<file path="config.mk">
export PLATFORM = sky130hd
export DESIGN_NAME = lcd_num_field_writer_flat
export DESIGN_NICKNAME = d
export VERILOG_FILES = /design/src/rtl/lcd_num_field_if.sv /design/src/rtl/lcd_num_field_writer.sv /design/src/flat_wrapper.sv
export SDC_FILE = /design/constraint.sdc
export NUM_CORES = 1
export LEC_CHECK = 0
export BUFFER_PORTS_ARGS = -buffer_cell sky130_fd_sc_hd__buf_2
export CORE_MARGIN = 1.5
export CORE_UTILIZATION = 55
export CTS_BUF_LIST = sky130_fd_sc_hd__clkbuf_16
export DETAILED_ROUTE_END_ITERATION = 8
export PLACE_DENSITY = 0.74
export RECOVER_POWER = 25
export SYNTH_ARGS = -nofsm -noshare
export SYNTH_HDL_FRONTEND = slang
export SYNTH_SLANG_ARGS = --single-unit
export TNS_END_PERCENT = 30
</file>
<file path="constraint.sdc">
create_clock -name clk -period 3.17 [get_ports clk]
set_input_delay 0.4755 -clock clk [delete_from_list [all_inputs] [get_ports clk]]
set_output_delay 0.4755 -clock clk [all_outputs]
set_load 0.05 [all_outputs]
</file>
<file path="src/rtl/lcd_num_field_if.sv">
// Purpose: request/response and LCD bus bundle between a controlling FSM and lcd_num_field_writer.
// Ports: start/value/row/col/blank_lz in from the controller; busy/done back to it;
//        data/rs/en/rw out to the HD44780-style LCD bus.
interface lcd_num_field_if #(
  parameter int WIDTH = 32
);
  logic             start;
  logic [WIDTH-1:0] value;
  logic             row;
  logic [3:0]       col;
  logic             blank_lz;
  logic             busy;
  logic             done;
  logic [7:0]       data;
  logic             rs;
  logic             en;
  logic             rw;

  modport master (
    output start, value, row, col, blank_lz,
    input  busy, done, data, rs, en, rw
  );

  modport slave (
    input  start, value, row, col, blank_lz,
    output busy, done, data, rs, en, rw
  );
endinterface

</file>
<file path="src/rtl/lcd_num_field_writer.sv">
// Purpose: converts a latched binary value to decimal (double-dabble, one bit per cycle) and writes a
//          fixed-width, optionally signed, optionally zero-blanked field to an HD44780 LCD at row/col.
// Ports:   clk, reset (sync, active-high); bus (slave modport): start/value/row/col/blank_lz in,
//          busy/done handshake out, data/rs/en/rw LCD bus out (rw tied 0).
// Timing:  busy is high for exactly WIDTH + (FIELD+1)*(SETUP_CYC+EN_CYC) cycles (constant term 0);
//          done pulses in the first cycle after the last en falls, and a new start is taken then.
module lcd_num_field_writer #(
  parameter int WIDTH     = 32,
  parameter int DIGITS    = 10,
  parameter int SIGNED    = 0,
  parameter int SETUP_CYC = 50000,
  parameter int EN_CYC    = 20
) (
  input logic            clk,
  input logic            reset,
  lcd_num_field_if.slave bus
);

  localparam int FIELD = DIGITS + SIGNED;
  // Decimal digits needed for 2^WIDTH-1; 0.30103 slightly over-estimates log10(2), so never short.
  localparam int NBCD  = (WIDTH * 30103) / 100000 + 1;
  localparam int NB    = (NBCD > DIGITS) ? NBCD : DIGITS;
  localparam int CW    = $clog2(((SETUP_CYC > EN_CYC) ? SETUP_CYC : EN_CYC) + 1);
  localparam int BW    = $clog2(WIDTH + 1);
  localparam int IW    = $clog2(FIELD + 1);

  typedef enum logic [2:0] {
    IDLE, CONV, CMD_WAIT, CMD_EN, CHR_WAIT, CHR_EN, FIN
  } state_t;

  state_t            state, state_nxt;
  logic [WIDTH-1:0]  mag, mag_in;
  logic [NB*4-1:0]   bcd, bcd_adj;
  logic [BW-1:0]     bit_cnt;
  logic [CW-1:0]     cyc_cnt;
  logic [IW-1:0]     chr_idx;
  logic              row_q, blank_q, neg_q, neg_in;
  logic [3:0]        col_q;
  logic [7:0]        data_q, chr;
  logic              rs_q;
  logic              accept, conv_last, wait_last, en_last, chr_last;
  logic              ovf, zero_above, dig_blank;
  logic [DIGITS-1:0] lz;
  logic [3:0]        dig;
  int                d;

  assign accept    = bus.start && (state == IDLE || state == FIN);
  assign conv_last = (bit_cnt == BW'(WIDTH - 1));
  assign wait_last = (cyc_cnt == CW'(SETUP_CYC - 1));
  assign en_last   = (cyc_cnt == CW'(EN_CYC - 1));
  assign chr_last  = (chr_idx == IW'(FIELD - 1));

  // The WIDTH+1-bit negation of a negative value always has a zero top bit (|min| = 2^(WIDTH-1)),
  // so the low WIDTH bits hold the exact unsigned magnitude, including the most negative value.
  assign neg_in = (SIGNED != 0) && bus.value[WIDTH-1];
  assign mag_in = neg_in ? (~bus.value + WIDTH'(1)) : bus.value;

  // State register
  always_ff @(posedge clk) begin
    if (reset) state <= IDLE;
    else       state <= state_nxt;
  end

  // Next-state logic
  always_comb begin
    state_nxt = state;
    case (state)
      IDLE:     if (accept) state_nxt = CONV;
      CONV:     if (conv_last) state_nxt = CMD_WAIT;
      CMD_WAIT: if (wait_last) state_nxt = CMD_EN;
      CMD_EN:   if (en_last) state_nxt = CHR_WAIT;
      CHR_WAIT: if (wait_last) state_nxt = CHR_EN;
      CHR_EN:   if (en_last) state_nxt = chr_last ? FIN : CHR_WAIT;
      FIN:      state_nxt = accept ? CONV : IDLE;
      default:  state_nxt = IDLE;
    endcase
  end

  // Outputs decoded from the state register; rs/data are held in registers between writes.
  assign bus.busy = (state != IDLE) && (state != FIN);
  assign bus.done = (state == FIN);
  assign bus.en   = (state == CMD_EN) || (state == CHR_EN);
  assign bus.rs   = rs_q;
  assign bus.data = data_q;
  assign bus.rw   = 1'b0;

  // Double-dabble: add 3 to every BCD digit >= 5 before each left shift.
  always_comb begin
    bcd_adj = bcd;
    for (int i = 0; i < NB; i++)
      if (bcd[i*4 +: 4] >= 4'd5) bcd_adj[i*4 +: 4] = bcd[i*4 +: 4] + 4'd3;
  end

  // Character for the current field position.
  always_comb begin
    ovf = 1'b0;
    for (int i = DIGITS; i < NB; i++)
      if (bcd[i*4 +: 4] != 4'd0) ovf = 1'b1;
    // lz[i]: digit i and every digit above it (within the field) are zero.
    zero_above = 1'b1;
    lz = '0;
    for (int i = DIGITS - 1; i >= 0; i--) begin
      zero_above = zero_above && (bcd[i*4 +: 4] == 4'd0);
      lz[i] = zero_above;
    end
    d = DIGITS - 1 + SIGNED - int'(chr_idx);
    dig = 4'd0;
    dig_blank = 1'b0;
    for (int i = 0; i < DIGITS; i++)
      if (i == d) begin
        dig = bcd[i*4 +: 4];
        dig_blank = blank_q && lz[i] && (i != 0);
      end
    if (SIGNED != 0 && chr_idx == '0) chr = neg_q ? 8'h2D : 8'h20;
    else if (ovf)                     chr = 8'h2A;
    else if (dig_blank)               chr = 8'h20;
    else                              chr = {4'h3, dig};
  end

  // Datapath and counters
  always_ff @(posedge clk) begin
    if (reset) begin
      mag <= '0; bcd <= '0; bit_cnt <= '0; cyc_cnt <= '0; chr_idx <= '0;
      row_q <= 1'b0; col_q <= 4'd0; blank_q <= 1'b0; neg_q <= 1'b0;
      rs_q <= 1'b0; data_q <= 8'h00;
    end else begin
      case (state)
        IDLE, FIN: begin
          if (accept) begin
            mag <= mag_in; neg_q <= neg_in; bcd <= '0;
            row_q <= bus.row; col_q <= bus.col; blank_q <= bus.blank_lz;
            bit_cnt <= '0; cyc_cnt <= '0; chr_idx <= '0;
          end
        end
        CONV: begin
          bcd     <= {bcd_adj[NB*4-2:0], mag[WIDTH-1]};
          mag     <= mag << 1;
          bit_cnt <= bit_cnt + BW'(1);
        end
        CMD_WAIT, CHR_WAIT: begin
          cyc_cnt <= wait_last ? '0 : cyc_cnt + CW'(1);
          // rs/data change on the same edge en rises.
          if (wait_last) begin
            rs_q   <= (state == CHR_WAIT);
            data_q <= (state == CHR_WAIT) ? chr : {1'b1, row_q, 2'b00, col_q};
          end
        end
        CMD_EN, CHR_EN: begin
          cyc_cnt <= en_last ? '0 : cyc_cnt + CW'(1);
          if (state == CHR_EN && en_last) chr_idx <= chr_idx + IW'(1);
        end
        default: ;
      endcase
    end
  end

endmodule

</file>
<file path="src/flat_wrapper.sv">
// flat-port wrapper written by rule: the top's interface ports become plain ports
module lcd_num_field_writer_flat 
#(
  parameter int WIDTH     = 32,
  parameter int DIGITS    = 10,
  parameter int SIGNED    = 0,
  parameter int SETUP_CYC = 50000,
  parameter int EN_CYC    = 20
)
  (clk, reset, bus_start, bus_value, bus_row, bus_col, bus_blank_lz, bus_busy, bus_done, bus_data, bus_rs, bus_en, bus_rw);
  lcd_num_field_if #(.WIDTH(WIDTH)) bus_i ();
  input logic clk;
  input logic reset;
  input wire logic [$bits(bus_i.start)-1:0] bus_start;
  input wire logic [$bits(bus_i.value)-1:0] bus_value;
  input wire logic [$bits(bus_i.row)-1:0] bus_row;
  input wire logic [$bits(bus_i.col)-1:0] bus_col;
  input wire logic [$bits(bus_i.blank_lz)-1:0] bus_blank_lz;
  output wire logic [$bits(bus_i.busy)-1:0] bus_busy;
  output wire logic [$bits(bus_i.done)-1:0] bus_done;
  output wire logic [$bits(bus_i.data)-1:0] bus_data;
  output wire logic [$bits(bus_i.rs)-1:0] bus_rs;
  output wire logic [$bits(bus_i.en)-1:0] bus_en;
  output wire logic [$bits(bus_i.rw)-1:0] bus_rw;
  assign bus_i.start = bus_start;
  assign bus_i.value = bus_value;
  assign bus_i.row = bus_row;
  assign bus_i.col = bus_col;
  assign bus_i.blank_lz = bus_blank_lz;
  assign bus_busy = bus_i.busy;
  assign bus_done = bus_i.done;
  assign bus_data = bus_i.data;
  assign bus_rs = bus_i.rs;
  assign bus_en = bus_i.en;
  assign bus_rw = bus_i.rw;
  lcd_num_field_writer #(.WIDTH(WIDTH), .DIGITS(DIGITS), .SIGNED(SIGNED), .SETUP_CYC(SETUP_CYC), .EN_CYC(EN_CYC)) u_core (.clk(clk), .reset(reset), .bus(bus_i));
endmodule
</file>
==> impl_results.md, run 1 <==
* H-tree Lvls at 4
* Top cell type's share of synthesized area at 35.2%
* WL/cell at 15.4 µm
* Final min period at 2.62 ns
* Vias in the first global route at 5996
* I/O pin cnt at 54
* Worst hold stages at 3
* Diodes inserted at 0
* Clock Power Share at 35.8%
* Placed cell count at 1000
* Area leader, netlist: dfxtp_1
* Sequential area share after synthesis at 35.2%
* Required @ worst endpoint at 3.48 ns
* Max IR drop VDD at 0.000492 V
* Crit end category: register
* Worst EP arrival at 2.93 ns
* Yosys reg bits at 115
* Core ar. at 11500 µm²
* WL met3 at 597 µm
* RSZ-0062 raised after global routing: no
* FFs w/ async S/R, synth at 0%
* Ratio of total power to cell area at 682 nW/µm²
* Flop pwr share at 37.1%
* Initial Util at 56.8%
* CP Max Fanout at 22
* Multiplexer share of the synthesized area at 0.631%
* Synth Warn # at 0
* Kind of critical path: register to register
* Simple-Gate Fraction of Synth Area at 26.3%
* DIE WIDTH at 112 µm
* # port buffers at 52
* Row cnt at 39
* Die Area at 12600 µm²
* Initial antenna violation count at 0
* Nets at 955
* Post-synth EDFFs at 0
* Accumulated negative setup slack at 0 ns
* Top sig layer: met4
* CTS Hold Bufs at 0
* RePlAce Congestion at 0.883
* Startpoint Class: register
* Internal at 3.23 mW
* Final Non-Filler Cells at 1031
* Vias per cell at 5.93
* Largest net degree at the start of global routing at 64
* Final Hold Vio Count at 0
* Max-slew headroom at 42.0%
* F_max at 382 MHz
* Reg2reg path depth at 8
* Largest family of logic cells by synthesized area: simple AND/OR/NAND/NOR gates
* FILL cells at 1018
* Syn Nets at 932
* Clock Path Buffers at 2
* Post-synthesis cell area at 6550 µm²
* Largest cells by area after synthesis: dfxtp_1 (35%), nand2_1 (8.1%), ha_1 (7.3%), a21oi_1 (6.1%), nor2_1 (5.0%)
* Final ANT Viol Nets at 0
* XOR/XNOR share of the synthesized area at 4.13%
* P&R area growth vs syn at 11.9%
* Adder-cell share of the synthesized area at 7.26%
* Sw Share at 35.2%
* Syn Area/Cell at 7.67 µm²
* Worst-Skew Late Latency at 0.42 ns
* Period utilization at 82.7%
* Total iterations of the first detailed-routing run at 5
* Postcts setup bufs at 0
* Synth cell types at 69
* Die Height at 112 µm
* Status: completed
* Worst-margin pin slew at 0.871 ns
* CTS tree: yes
* NetSw at 1.76 mW
* Layout cell share with drive strength beyond 1 at 10.2%
* Post-Syn Instances at 853
* Reg clk slew, reported paths at 0.05 ns
* Comb pwr share at 27.1%
* First-pass GRT wire length at 27300 µm
* DR iter-0 viols at 381
* Total of max-cap violations at 0
* DP HPWL at 10600 µm
* Total track usage at 26.3%
* Sink Count at 115
* Final slew viol count at 0
* Primary FF master, synth: dfxtp_1
* Vias post-DR at 6109
* Met2 routed WL at 7790 µm
* Leak at 2.67 nW
* CTS buffer count at 17
* Compound-cell area share of the yosys netlist at 20.6%
* DRT Wirelength at 15900 µm
* Fin Clk Skew at 0.0124 ns
* CTS root buf: clkbuf_16
* Post_cts resized at 0
* Hold Path Class: input port to register
* GRT overflow at 0
* Setup violators final at 0
* Post-Route M1 WL at 7150 µm
* Residual DRC count at 0
[area by class of cell]
| cell class | count | area [µm²] | share of cell area [%] |
|---|---|---|---|
| multi-input cells | 649 | 3840 | 52.5 |
| clock buffers | 17 | 425 | 5.81 |
| clock inverters | 14 | 124 | 1.69 |
| flip-flops and latches | 115 | 2300 | 31.4 |
| repair buffers | 60 | 324 | 4.43 |
| well taps | 143 | 179 | 2.44 |
| inverters | 33 | 124 | 1.69 |
[logic make-up after synthesis]
| logic type | count (synthesis) |
|---|---|
| muxes | 4 |
| and+or+nand+nor | 368 |
| AOI/OAI and AO/OA | 208 |
| adders and majority gates | 38 |
| other | 1 |
| DFF | 115 |
| xor gates and xnor gates | 30 |
| buffers and inverters | 89 |
[registers in the layout (all words and copies together) (netlist names)]
| register | count |
|---|---|
| u_core.bit_cnt | 6 |
| u_core.bcd | 40 |
| u_core.row_q | 1 |
| u_core.mag | 32 |
| u_core.col_q | 4 |
| u_core.cyc_cnt | 16 |
| u_core.blank_q | 1 |
| u_core.bus.data | 8 |
| u_core.state | 3 |
| u_core.chr_idx | 4 |
[layer usage]
layer,vias to the layer above,global-route usage (%)
met2,148,45.0
met4,0,11.5
li1,3029,-
met5,-,0
met3,30,4.97
met1,2902,32.5
[cells in the final DEF, fill, tap and decap left out, types with 31 or more instances in the layout]
master / instances
a21oi_1: 80
a311oi_1: 31
buf_2: 43
dfxtp_1: 115
ha_1: 38
inv_1: 35
nand2_1: 141
nand3_1: 49
nor2_1: 87
o21ai_0: 39
[path summary, 6_finish.rpt]
check                                 startpoint                               to  slack, ns
setup / recovery  u_core.chr_idx[1]$_SDFFE_PP0P_  u_core.bus.data[0]$_SDFFE_PP0P_       0.55
hold reg to reg     u_core.col_q[1]$_SDFFE_PP0P_     u_core.col_q[1]$_SDFFE_PP0P_       0.46
hold / removal                        bus_col[1]     u_core.col_q[1]$_SDFFE_PP0P_       0.29
setup reg to reg  u_core.chr_idx[1]$_SDFFE_PP0P_  u_core.bus.data[0]$_SDFFE_PP0P_       0.55
[cell usage after synthesis (all sizes together), types with 25 or more instances]
master / n
dfxtp: 115
a311oi: 31
nand2: 142
ha: 38
buf: 27
o21ai: 40
inv: 33
nor2: 87
nor3: 25
a21oi: 81
nand3: 49
clkbuf: 29
[power groups by stage]
stage / Clock (mW) / Combinational (mW) / Sequential, mW
2_1_floorplan: 0 / 1.10 / 1.82
3_3_place_gp: 0 / 1.34 / 1.86
3_5_place_dp: 0 / 1.37 / 1.87
4_1_cts: 1.82 / 1.38 / 1.85
5_1_grt: 1.88 / 1.51 / 1.87
6_report: 1.79 / 1.35 / 1.85
[per-stage QoR]
step | util (%) | setup slack (ns) | area [µm²] | power (mW) | hold slack, ns
CTS | 64.0 | 0.633 | 7380 | 5.05 | 0.277
floorplan | - | 0.893 | 6550 | 2.91 | 0.431
finish | 63.6 | 0.550 | 7320 | 4.99 | 0.294
detailed placement | 59.3 | 0.655 | 6830 | 3.25 | 0.450
global route | 63.6 | 0.371 | 7320 | 5.27 | 0.299
global placement | 59.3 | 0.769 | 6830 | 3.20 | 0.443
[critical path: stages, from the launching register on]
cell and delay [ns]:
dfxtp_1 0.37, inv_1 0.14, ha_1 0.62, a21oi_1 0.15, a2111oi_0 0.52, o221ai_1 0.18
o211ai_1 0.15, o211ai_1 0.12, a221oi_1 0.27
No activity file was read; power rests on OpenSTA's default activity.
==> run 2: changes to the inputs <==
Settings changed: PLACE_DENSITY 0.74 to 0.77.
Clock period 3.17 ns to 2.1 ns, I/O delays scaled along.
==> run 2 against run 1 <==
Compared with the run above:
- the run now ends with design-rule violations left
- setup slack lost 0.54 ns
- die area is the same
- combinational power grew 79%
- critical path depth grew 2
- first-iteration DRC count grew 20%
- cell area grew 7.6%
- fmax grew 26%
- largest power group unchanged
- total power grew 58%
- clock-buffer cell count is the same
==> impl_results.md, run 2 (same netlist as run 1, synthesis figures left out) <==
* Status: complete, but fails checks
* Failing checks: design-rule violations
* Max IR drop VDD at 0.000893 V
* Clock Path Buffers at 2
* Row cnt at 39
* Worst-Skew Late Latency at 0.42 ns
* Die Area at 12600 µm²
* Most frequent cells in the layout: nand2_1 (140), dfxtp_1 (109), nor2_1 (87)
* Final Hold Vio Count at 0
* Sink Count at 115
* Residual DRC count at 5
* Final worst setup slack at 0.0130 ns
* RSZ-0062 raised after global routing: yes
* Leak at 2.95 nW
* F_max at 479 MHz
* Accumulated negative setup slack at 0 ns
* Final ANT Viol Nets at 0
* First-pass GRT wire length at 28300 µm
* I/O pin cnt at 54
* Slowest cell on the critical path: dfxtp_4
* Largest net degree at the start of global routing at 67
* Setup violators final at 0
* DIE WIDTH at 112 µm
* CTS tree: yes
* CP cell instances: inv_4, ha_4, ha_4, and2b_1, buf_6, o2111ai_2, nand4b_1, nand2_1, nand3b_1, a221oi_2
* Startpoint Class: register
* Nets at 991
* Worst-margin pin slew at 0.601 ns
* DP HPWL at 11300 µm
* Vias per cell at 5.92
* Total track usage at 27.4%
* Ratio of total power to cell area at 1000 nW/µm²
* Crit end category: register
* Max-slew headroom at 60.1%
* Max reg flops at 40
* CTS buffer count at 17
* CP dominant cell by count: ha_4
* Hold Path Class: input port to register
* Total of max-cap violations at 0
* Total iterations of the first detailed-routing run at 8
* Place WS at -0.0435 ns
* Max stage delay on crit path at 0.36 ns
* Most flops, register: u_core.bcd
* Period utilization at 99.4%
* Worst EP arrival at 2.42 ns
* Post-DP Area at 7150 µm²
* Total power at 7.90 mW
* Commonest non-fill, non-tap cell in the layout: nand2_1
* DR iter-0 viols at 458
* Initial antenna violation count at 0
* CTS root buf: clkbuf_16
* Vias in the first global route at 6045
* Core ar. at 11500 µm²
* Kind of critical path: register to register
* Fin Clk Skew at 0.00655 ns
* CP Max Fanout at 4
* # port buffers at 52
* Reg clk slew, reported paths at 0.06 ns
* Final min period at 2.09 ns
* Required @ worst endpoint at 2.43 ns
* WL/cell at 15.7 µm
* P&R area growth vs syn at 20.4%
* GRT overflow at 0
* Die Height at 112 µm
* Vias post-DR at 6312
* DRT Wirelength at 16700 µm
* Final slew viol count at 0
* Design area at 7880 µm²
* Core Util, Final at 68.4%
* Initial Util at 56.8%
* Largest registers: u_core.bcd: 40 flops, u_core.mag: 32 flops, u_core.cyc_cnt: 16 flops
* Diodes inserted at 0
* H-tree Lvls at 4
* CTS Hold Bufs at 0
* Layout cell share with drive strength beyond 1 at 17.6%
* RePlAce Congestion at 0.854
## run 2: cell count changes in the layout (fill, tap and decap cells not counted), sizes merged
cell,change
buf,+35
clkbuf,+1
clkinv,+1
clkinvlp,-1
## run 2: layout make-up
class / count / area (µm²)
clock buffer: 17 / 425
clock inverter: 14 / 124
fill: 955 / 3640
inverter: 33 / 126
multi-input combinational: 649 / 4060
sequential: 115 / 2310
tap: 143 / 179
timing repair buffer: 96 / 652
## run 2: power breakdown
group | internal (mW) | switching (mW)
registers | 2.54 | 0.243
clock network | 1.70 | 0.995
logic | 0.881 | 1.53
## run 2: through the flow
stage	hold WS [ns]	cells
floorplan	0.431	853
detailed placement	0.444	1034
finish	0.139	1067
global route	0.132	1067
CTS	0.126	1065
global placement	0.437	1034
## run 2: timing repair
item / 4_1_cts / 5_1_grt
pin swaps: 1 / 7
buffers inserted: 0 / 2
gates resized for setup: 6 / 38
setup endpoints to repair: 6 / 11
## run 2: final timing paths
path	slack, ns	to	depth (start not counted)	from
max	0.01	u_core.bus.data[1]$_SDFFE_PP0P_	10	u_core.chr_idx[1]$_SDFFE_PP0P_
min reg2reg	0.45	u_core.blank_q$_SDFFE_PP0P_	2	u_core.blank_q$_SDFFE_PP0P_
max reg2reg	0.01	u_core.bus.data[1]$_SDFFE_PP0P_	10	u_core.chr_idx[1]$_SDFFE_PP0P_
min	0.14	u_core.row_q$_SDFFE_PP0P_	3	bus_row
## run 2: layer usage
layer  GRT usage, %  wire length, µm
met2           46.1             8300
met5              0                0
met4           12.4              415
met1           32.9             7110
met3           7.34              872
## run 2: critical path: cells and delay by family, from the launching register on
kind | cells | cell delay [ns]
AOI/OAI and AO/OA | 2 | 0.40
DFF | 1 | 0.36
buffers and inverters | 2 | 0.19
adders and majority gates | 2 | 0.42
and+or+nand+nor | 4 | 0.62
==> run 3: changes to the inputs <==
Settings changed: CORE_MARGIN 1.5 to 1.
==> run 3 against run 2 <==
Compared with the run above:
- wire length down 0.59%
- via count down 0.32%
- final cell count down 0.37%
- utilization down 0.97 points
- critical path depth down 3
- the run ends with design-rule violations, negative setup slack left
- flip-flop and latch count unchanged
- die area down 1.8%
- clock skew up 0.0038 ns
- clock power about the same
- sequential share of layout area up 0.40 points
==> impl_results.md, run 3 (same netlist as run 1, synthesis figures left out) <==
* Status: complete, but fails checks
* Failing checks: design-rule violations, negative setup slack
* Nets at 989
* CTS tree: yes
* Placed cell count at 1033
* CP Max Fanout at 9
* Die Area at 12300 µm²
* RePlAce Congestion at 0.865
* Final Hold Vio Count at 0
* DR iter-0 viols at 379
* # port buffers at 52
* Final slew viol count at 0
* Hold Path Class: input port to register
* Required @ worst endpoint at 2.38 ns
* Most flops, register: u_core.bcd
* H-tree Lvls at 4
* I/O pin cnt at 54
* CP cell instances: ha_1, nor4b_2, and4_4, nand3b_4, a22oi_1, a21boi_1, a221oi_2
* Max IR drop VDD at 0.000679 V
* Largest registers: u_core.bcd: 40 flops, u_core.mag: 32 flops, u_core.cyc_cnt: 16 flops
* Core ar. at 11500 µm²
* CTS root buf: clkbuf_16
* First-pass GRT wire length at 27300 µm
* Kind of critical path: register to register
* Max reg flops at 40
* Delay-heaviest family, CP: simple AND/OR/NAND/NOR gates
* Max stage delay on crit path at 0.37 ns
* Clock Path Buffers at 2
* Top Usage Layer GRT: met2
* GR Util met2 at 47.0%
* Total iterations of the first detailed-routing run at 6
* Vias in the first global route at 5838
* F_max at 473 MHz
* Worst EP arrival at 2.40 ns
* Initial antenna violation count at 0
* CTS buffer count at 17
* Crit end category: register
* Final min period at 2.11 ns
* Slowest cell on the critical path: dfxtp_1
* Max-slew headroom at 59.0%
* Ratio of total power to cell area at 1010 nW/µm²
* Commonest non-fill, non-tap cell in the layout: nand2_1
* Final worst setup slack at -0.0138 ns
* DP HPWL at 11200 µm
* Total of max-cap violations at 0
* Die Height at 111 µm
* DRT Wirelength at 16600 µm
* Sink Count at 115
* P&R area growth vs syn at 18.7%
* Final Non-Filler Cells at 1063
* Row cnt at 39
* CTS Hold Bufs at 0
* Initial Util at 56.8%
* Met3 Use GR at 7.38%
* Vias per cell at 5.92
* Worst R2R Setup Slack at -0.01 ns
* CP Launch Point: u_core.cyc_cnt[0]$_SDFFE_PP0P_
* Hold Crit Start: bus_col[1]
* Residual DRC count at 4
* Setup violators final at 1
* Period utilization at 101%
* Largest net degree at the start of global routing at 67
* Diodes inserted at 0
* Startpoint Class: register
* Leak at 2.92 nW
* WL/cell at 15.6 µm
* DIE WIDTH at 111 µm
* Routing usage on met1 at 32.8%
* Accumulated negative setup slack at -0.0138 ns
* Fin Clk Skew at 0.0103 ns
* Total track usage at 27.1%
* RSZ-0062 raised after global routing: yes
* Reg clk slew, reported paths at 0.05 ns
* Worst-Skew Late Latency at 0.42 ns
* Vias post-DR at 6292
* Worst-margin pin slew at 0.618 ns
* GRT overflow at 0
* Layout cell share with drive strength beyond 1 at 16.6%
* Worst Path Buf+Inv at 0
* Most frequent cells in the layout: nand2_1 (140), dfxtp_1 (112), nor2_1 (87)
* R2R Path Start: u_core.cyc_cnt[0]$_SDFFE_PP0P_
* Final ANT Viol Nets at 0
[run 3: cell count changes in the layout (fill, tap and decap cells not counted), moves of 2 or more]
cell	change
clkinv_2	+3
dfxtp_2	-4
a22oi_1	+2
buf_6	-2
clkinv_1	-4
ha_4	-3
ha_1	+2
dfxtp_1	+3
a22oi_2	-2
[run 3: area by class of cell]
type	count	area (µm²)
Clock inverter	12	120
Sequential cell	115	2310
Fill cell	947	3750
Tap cell	143	179
Inverter	33	126
Timing Repair Buffer	94	629
Clock buffer	17	425
Multi-Input combinational cell	649	3980
[run 3: metal layers]
| metal | vias up | share of wire [%] |
|---|---|---|
| met5 | - | 0 |
| met4 | 0 | 1.3 |
| met3 | 27 | 4.4 |
| met2 | 160 | 50 |
| met1 | 2980 | 44 |
| li1 | 3125 | - |
[run 3: power breakdown]
group,leakage [nW],internal [mW],switching (mW)
Combinational,1.72,0.854,1.52
Clock,0.269,1.70,1.01
Sequential,0.937,2.54,0.233
[run 3: worst min-delay path, stage by stage]
cell     delay [ns]
buf_2          0.09
nand2_1        0.04
a21oi_1        0.05
[run 3: path summary, 6_finish.rpt]
path	cells after the start	to
worst max register to register	7	u_core.bus.data[0]$_SDFFE_PP0P_
worst max-delay path	7	u_core.bus.data[0]$_SDFFE_PP0P_
worst min-delay path	3	u_core.col_q[1]$_SDFFE_PP0P_
worst min register to register	2	u_core.row_q$_SDFFE_PP0P_
[run 3: metrics by stage]
stage          power [mW]  hold WS (ns)  utilization [%]  setup WS, ns  cell area (µm²)
2_1_floorplan        4.40         0.431                -        0.0149             6560
3_3_place_gp         5.07         0.442             62.0       0.00782             7140
3_5_place_dp         5.15         0.451             62.0       -0.0897             7140
4_1_cts              7.88         0.124             66.9       -0.0213             7710
5_1_grt              8.27         0.144             67.4        -0.138             7770
6_report             7.86         0.132             67.4       -0.0138             7770
[run 3: what timing repair did]
action | 4_1_cts | 5_1_grt
hold endpoints to repair | 0 | 0
pin swaps | 2 | 7
resized for setup | 6 | 23
setup endpoints to repair | 6 | 13
buffers inserted | 0 | 1
